<file path="config.mk">
export PLATFORM = sky130hd
export DESIGN_NAME = uart_rx_ctrl
export DESIGN_NICKNAME = d
export VERILOG_FILES = /design/src/rtl/uart_rx_ctrl.sv
export SDC_FILE = /design/constraint.sdc
export NUM_CORES = 1
export LEC_CHECK = 0
export CAP_MARGIN = 30
export CELL_PAD_IN_SITES_DETAIL_PLACEMENT = 2
export CELL_PAD_IN_SITES_GLOBAL_PLACEMENT = 2
export CORE_ASPECT_RATIO = 0.9
export CORE_UTILIZATION = 36
export DETAILED_ROUTE_END_ITERATION = 10
export HOLD_SLACK_MARGIN = 0.02
export PLACE_DENSITY = 0.74
export SLEW_MARGIN = 20
export SYNTH_ARGS = -nofsm -noshare
export SYNTH_HDL_FRONTEND = slang
export SYNTH_SLANG_ARGS = --single-unit
</file>
<file path="constraint.sdc">
create_clock -name clk -period 2.85 [get_ports clk]
set_clock_uncertainty 0.2 [all_clocks]
set_input_delay 0.4275 -clock clk [delete_from_list [all_inputs] [get_ports clk]]
set_output_delay 0.4275 -clock clk [all_outputs]
set_load 0.03 [all_outputs]
</file>
<file path="src/rtl/uart_rx_ctrl.sv">
// uart_rx_ctrl: owns receiver line config, drains characters into a FIFO, raises irq.
// Define UART_RX_CTRL_ERR_DROP_EN to drop parity/break characters and count them.
module uart_rx_ctrl #(
  parameter int DIV_W      = 24,
  parameter int DEPTH_LOG2 = 4,
  parameter int TMO_W      = 16
) (
  input  logic                  clk,
  input  logic                  rst,
  input  logic                  cfg_wr,
  input  logic [DIV_W+5:0]      cfg_in,
  output logic                  cfg_pending,
  output logic [1:0]            cfg_data_bits,
  output logic                  cfg_has_parity,
  output logic [1:0]            cfg_parity_mode,
  output logic                  cfg_extra_stop,
  output logic [DIV_W-1:0]      cfg_divisor,
  input  logic                  rx_busy,
  input  logic [8:0]            rx_data,
  input  logic                  rx_valid,
  input  logic                  rx_parity_err,
  input  logic                  rx_overflow,
  input  logic                  rx_break,
  output logic                  rx_ack,
  input  logic                  rd_en,
  output logic [11:0]           rd_data,
  output logic                  rd_empty,
  output logic [DEPTH_LOG2:0]   level,
  input  logic [DEPTH_LOG2:0]   thresh,
  input  logic [TMO_W-1:0]      tmo_limit,
  output logic                  fifo_ovf,
  input  logic                  ovf_clr,
`ifdef UART_RX_CTRL_ERR_DROP_EN
  output logic [15:0]           err_drop_cnt,
`endif
  output logic                  irq
);

  localparam int DEPTH = 2 ** DEPTH_LOG2;
  localparam logic [DEPTH_LOG2:0] FULL =
    (DEPTH_LOG2 + 1)'(DEPTH);
  localparam logic [DEPTH_LOG2:0] LVL_ONE =
    (DEPTH_LOG2 + 1)'(1);
  localparam logic [DEPTH_LOG2-1:0] PTR_ONE =
    (DEPTH_LOG2)'(1);
  localparam logic [TMO_W-1:0] TMO_ONE = TMO_W'(1);

  typedef enum logic [1:0] {
    S_WAIT,
    S_CAPT,
    S_ACKW
  } state_t;

  state_t state;

  logic [DIV_W+5:0]      shadow;
  logic [11:0]           mem [DEPTH];
  logic [DEPTH_LOG2-1:0] wr_ptr;
  logic [DEPTH_LOG2-1:0] rd_ptr;
  logic [TMO_W-1:0]      tmo_cnt;

  logic        empty;
  logic        full;
  logic        capt;
  logic        pop;
  logic        push;
  logic        loss;
  logic        drop;
  logic        apply;
  logic        tmo_hit;
  logic [11:0] char_in;

  assign empty   = level == '0;
  assign full    = level == FULL;
  assign capt    = state == S_CAPT;
  assign pop     = rd_en && !empty;
  assign char_in = {rx_break, rx_overflow,
                    rx_parity_err, rx_data};

`ifdef UART_RX_CTRL_ERR_DROP_EN
  assign drop = capt && (rx_parity_err || rx_break);
`else
  assign drop = 1'b0;
`endif

  // A full FIFO still accepts when the host pops in the same cycle
  assign push = capt && !drop && (!full || rd_en);
  assign loss = capt && !drop && full && !rd_en;

  // Config only moves between characters so the receiver never sees a change mid-frame
  assign apply = cfg_pending && !rx_busy &&
                 (state == S_WAIT) && !rx_valid;

  assign tmo_hit = (tmo_limit != '0) &&
                   (tmo_cnt == tmo_limit);

  assign rd_empty = empty;
  assign rd_data  = empty ? 12'h000 : mem[rd_ptr];

  always_ff @(posedge clk) begin
    if (!rst && push) mem[wr_ptr] <= char_in;
  end

  always_ff @(posedge clk) begin
    if (rst) begin
      state           <= S_WAIT;
      rx_ack          <= 1'b0;
      shadow          <= '0;
      cfg_pending     <= 1'b0;
      cfg_data_bits   <= 2'd0;
      cfg_has_parity  <= 1'b0;
      cfg_parity_mode <= 2'd0;
      cfg_extra_stop  <= 1'b0;
      cfg_divisor     <= DIV_W'(1);
      wr_ptr          <= '0;
      rd_ptr          <= '0;
      level           <= '0;
      tmo_cnt         <= '0;
      fifo_ovf        <= 1'b0;
      irq             <= 1'b0;
    end else begin
      unique case (state)
        S_WAIT:  if (rx_valid) state <= S_CAPT;
        S_CAPT:  state <= S_ACKW;
        S_ACKW:  if (!rx_valid) state <= S_WAIT;
        default: state <= S_WAIT;
      endcase

      rx_ack <= (state == S_WAIT) && rx_valid;

      if (apply) begin
        {cfg_data_bits, cfg_has_parity,
         cfg_parity_mode, cfg_extra_stop,
         cfg_divisor} <= shadow;
      end

      if (cfg_wr) begin
        shadow      <= cfg_in;
        cfg_pending <= 1'b1;
      end else if (apply) begin
        cfg_pending <= 1'b0;
      end

      if (push) wr_ptr <= wr_ptr + PTR_ONE;
      if (pop)  rd_ptr <= rd_ptr + PTR_ONE;

      if (push && !pop)
        level <= level + LVL_ONE;
      else if (pop && !push)
        level <= level - LVL_ONE;

      if (push || pop || empty)
        tmo_cnt <= '0;
      else if (tmo_cnt < tmo_limit)
        tmo_cnt <= tmo_cnt + TMO_ONE;
      else
        tmo_cnt <= tmo_limit;

      if (loss)
        fifo_ovf <= 1'b1;
      else if (ovf_clr)
        fifo_ovf <= 1'b0;

      irq <= ((thresh != '0) && (level >= thresh)) ||
             tmo_hit || fifo_ovf;
    end
  end

`ifdef UART_RX_CTRL_ERR_DROP_EN
  always_ff @(posedge clk) begin
    if (rst)
      err_drop_cnt <= 16'd0;
    else if (drop && (err_drop_cnt != 16'hFFFF))
      err_drop_cnt <= err_drop_cnt + 16'd1;
  end
`endif

endmodule

</file>
# Word-level counts from Yosys, hierarchy flattened
# Memories as Yosys holds them, arrays and structs flattened. A register that Yosys moved wholly into a read port is not among the register bits.
# Cells that the tools add are included.
op_classes:
  n_addsub: 5
  magnitude_cmp: 2
  n_eq_ne: 6
  n_mux: 15
  reduce_logical: 35
ops:
  columns: ["op", "n"]
  rows:
  - ["adder 16 x 1 -> 16 bit (second input constant)", 1]
  - ["== test 16 bit", 1]
  - ["< comparator 16 bit", 1]
  - ["two-way mux 16 bit", 1]
  - ["nonzero test 16 bit", 1]
  - ["logical AND 1 bit", 13]
  - ["two-way mux 12 bit", 1]
  - ["two-way mux 5 bit", 2]
  - ["adder 4 x 1 -> 4 bit (second input constant)", 2]
  - ["zero test 1 bit", 8]
  - ["two-way mux 4 bit", 2]
  - ["two-way mux 1 bit", 6]
  - ["one-hot mux 2 bit (3 select lines)", 1]
  - ["nonzero test 2 bit", 3]
  - ["adder 5 x 1 -> 5 bit (second input constant)", 1]
  - ["== test 5 bit (second input constant)", 1]
  - [">= comparator 5 bit", 1]
  - ["zero test 5 bit", 1]
  - ["logical OR 1 bit", 5]
  - ["nonzero test 5 bit", 1]
  - ["subtractor 5 x 1 -> 5 bit (second input constant)", 1]
  - ["two-way mux 2 bit", 2]
  - ["!= test 2 bit (second input constant)", 2]
  - ["== test 2 x 1 -> 1 bit (second input constant)", 1]
  - ["4 further kinds", 4]
totals:
  ff_bits: 95
  ramBits: 192
  elab_cells: 79
  memories: 1
mem_list:
  columns: ["name", "words", "word_bits", "read_ports", "rd_ports_with_merged_regs", "wr", "line_no", "text"]
  rows:
  - ["mem", 16, 12, 1, 1, 1, "57", "logic [11:0] mem [DEPTH];"]

# Logic depth before layout (Yosys ltp)
logic_depth:
  word_depth: 8
  mapped_depth: 11
  ltp_nobuf: 11

# Least setup slack after synthesis
# No wires, ideal clock.
synth_timing:
  path_type: "reg2reg"
  start: "reg level[0]"
  end: "reg level[4]"
  t_arrival_ps: 2699
  slack_ps: -164
  path_stages_with_launch: 12
  n_path_buf: 0
  synth_period_minus_slack_ps: 3014
  cell_sequence: "dfxtp_1 -> nor4_1 -> nand2_1 -> nand2_1 -> ha_1 -> inv_1 -> fa_1 -> a21o_1 -> a21oi_1 -> xnor2_1 -> a211oi_1 -> a31o_1"
synth_via:
  elab_chain_len: 7
synth_lines:
  columns: ["element", "line_no", "text"]
  rows:
  - ["start: declaration", "28", "output logic [DEPTH_LOG2:0] level,"]
  - ["start signal: assignment", "148", "level <= level + LVL_ONE;"]
  - ["start signal: assignment", "150", "level <= level - LVL_ONE;"]
  - ["parallel branches: the longest is 7 deep, another holds subtractor 5 x 1 -> 5 bit", null, null]
# Several ways; the timed one is not identified. The select of a mux whose other input is x is not followed.
# A chain may end at the register's enable or synchronous reset.

==> impl_metrics.toml <==
[placement]
placed_cells = 1389
gp_congestion = 0.7618
dp_hpwl_um = 23460
portBuffers = 121

[clock_network]
cts_max_level = 2
insertion_delay_ns = 0.51
clock-root-buffer = "clkbuf_16"
max-clock-path-buffers = 3
cts_tree = "done"
path_clk_slew_ns = 0.06
numClockSinks = 291
cts_inserted_buffers = 34

[final_layout]
num_antenna_cells = 0
fillCellCount = 3088
layout.cells.non_filler = 1459
area_delta_synth_final_pct = 28.65
nets = 1120
drive_gt1_share_pct = 20.81

[sta]
hold-worst-slack_ns = 0.07643
fin_ws_ns = -0.3138
hold_viol = 0
slew_headroom_pct = 48.05
period_needed_ns = 3.164
setup_violations = 12
rsz0062_at_grt = "yes"
min_period_over_period_pct = 111.0
slew_viol_final = 0
fmax_mhz = 316.1
worstMarginPinSlew_ns = 0.7793
setup_tns_ns = -3.213

[synth]
syn_area_um2 = 11920
synth.area.top_cells = "edfxtp_1 48%, dfxtp_1 17%, mux4_2 11%"
synth_top_area_share_pct = 48.37
syn_inst = 824
ys_types = 48
synthesis.nets = 927
synthFlopType = "edfxtp_1"
yosys_warnings = 0
async_flop_share_pct = 0
syn_area_per_cell_um2 = 14.46
seq_area_frac_synth_pct = 65.00
ys_ff_latch = 291
yosysTopAreaCell = "edfxtp_1"
synth_edf_count = 192

[hold_path]
min_path_type = "in2reg"

[floorplan]
die_x_um = 193.8
die_area_um2 = 33840
fp.dieH_um = 174.6
io_pins = 122
initial_core_util_pct = 36.93
num_rows = 62
core_area_um2 = 32270

[worst_setup_path]
cp-start-kind = "flip-flop"
path_max_fanout = 8
worstPathArrival_ns = 2.54
crit_type = "reg2out"
path_buf_inv = 3
crit_chain = "buf_12 > buf_12 > mux4_2 > mux4_2 > and2_4 > buf_6"
cpPeakStageDelay_ns = 0.51
critical-path-top-delay-family = "multiplexers"
crit_slowest_cell = "mux4_2"
crit_required_ns = 2.22
cp-end-kind = "output port"

[pwr]
p_leak_uw = 0.005421
irDropWorstVdd_mv = 0.3841
p_per_area_nw_per_um2 = 776.6

[route]
drc = 0
detail_route.wl_per_cell_um = 23.35
postRouteWirelength_um = 34070
drt_pass1_iterations = 4
via_per_inst = 5.208
route.vias.total = 7598
ant_nets = 0
drt_iter0_drc = 407

[grt]
overflow = 0
first_global_vias = 8552
grt_start_max_net_pins = 75
antenna_found_initial = 0
gr-usage-all-layers_pct = 20.64
grt_pass1_wl_um = 52230

[status]
violations = "negative setup slack"
status = "finished with violations"

[run]
max_cap_viol_count = 0
==> worst reg2reg max path, stage by stage, from the launching register on <==
cell      delay [ns]
dfxtp_2         0.33
nor4_4          0.31
nand2_2         0.11
nand2_2         0.10
ha_1            0.15
inv_1           0.08
fa_1            0.40
a21o_1          0.19
a21oi_1         0.18
xnor2_1         0.16
a211oi_1        0.10
a31o_1          0.19
==> path summary, 6_finish.rpt <==
| kind | start | slack, ns | end | cells after the start |
|---|---|---|---|---|
| setup / recovery | flip-flop | -0.31 | rd_data[2] | 6 |
| hold / removal | rst | 0.08 | level[0] | 2 |
| setup reg to reg | level[0] | 0.23 | level[4] | 11 |
| hold reg to reg | cfg_divisor[17] | 0.25 | cfg_divisor[17] | 2 |
==> flip-flops by register name, indices dropped and copies added, names as in the netlist, named ones only <==
name	cells
state	2
cfg_data_bits	2
cfg_pending	1
cfg_parity_mode	2
fifo_ovf	1
irq	1
level	5
rx_ack	1
shadow	30
cfg_divisor	24
cfg_has_parity	1
tmo_cnt	16
mem	192
rd_ptr	4
cfg_extra_stop	1
wr_ptr	4
==> power breakdown <==
part	switching [uW]	internal, uW	total [uW]
Combinational	1540	1570	3110
Sequential	105	4610	4710
Clock	1710	2370	4080
==> synthesized netlist by cell type (4+ instances only) <==
cell type	n
edfxtp_1	192
nand2_1	87
nand3_1	9
xor2_1	14
inv_1	32
clkbuf_1	25
mux4_2	60
nor3_1	5
mux2i_1	38
ha_1	32
nor2_1	70
nand4_1	10
xnor2_1	8
and2_1	13
a21oi_1	46
nand2b_1	4
dfxtp_1	99
nor4_1	18
buf_1	5
buf_2	5
a211oi_1	10
==> logic make-up (layout without fill, tap and decap cells) <==
group / after synthesis / in the layout / share of synthesized area, %
AND/OR/NAND/NOR: 230 / 230 / 8.776
AO/OA/AOI/OAI: 79 / 79 / 3.968
flip-flops: 291 / 291 / 65.00
buffers and inverters: 71 / 290 / 2.582
adder cells (fa/ha/maj): 33 / 33 / 3.527
XOR/XNOR: 22 / 22 / 1.617
multiplexers: 98 / 98 / 14.53
==> routing by layer <==
metal	vias to the layer above	wire (um)	track usage, %
met1	3911	14190	26.06
met3	40	1758	3.551
met5	-	0	0
met2	172	17430	36.57
met4	0	687	5.567
li1	3475	-	-
==> cells in the final DEF (no fill, tap or decap), types with 5 or more instances in the layout <==
master and instances:
nand4_1 10, clkinv_2 6, and2_4 12, mux2i_1 38
clkbuf_16 35, clkinv_1 5, ha_1 32, mux4_2 60
edfxtp_1 192, buf_6 15, nor2_1 70, a211oi_1 10
nor3_1 5, clkbuf_1 11, buf_12 13, nand2_1 85
clkdlybuf4s50_1 106, dfxtp_1 95, nor4_1 16, nand3_1 9
xor2_1 14, buf_4 57, a21oi_1 46, xnor2_1 8
inv_1 32
==> layout make-up <==
| cell class | instances | area [um^2] | share of cell area [%] |
|---|---|---|---|
| clock buffers | 46 | 917.1 | 5.981 |
| clock inverters | 16 | 123.9 | 0.8078 |
| inverters | 33 | 123.9 | 0.8078 |
| multi-input cells | 462 | 3929 | 25.62 |
| flip-flops and latches | 291 | 7755 | 50.58 |
| well taps | 416 | 520.5 | 3.395 |
| repair buffers | 195 | 1964 | 12.81 |
==> what timing repair did <==
item	CTS	global route
resized for setup	66	13
hold buffers	0	0
setup endpoints to repair	13	13
setup buffers	4	4
cloned	2	0
pin swaps	0	1
==> metrics by stage <==
step	util (%)	total power, uW	setup slack (ns)	instance area [um^2]
after floorplan	-	6480	0.006442	11950
after global placement	43.68	7465	-0.07562	14090
after detailed placement	43.68	7600	-0.1633	14090
after CTS	47.44	11990	-0.3786	15310
after global routing	47.51	12380	-0.3844	15330
final	47.51	11910	-0.3138	15330
Note: power is estimated with default switching activity, not from simulation.
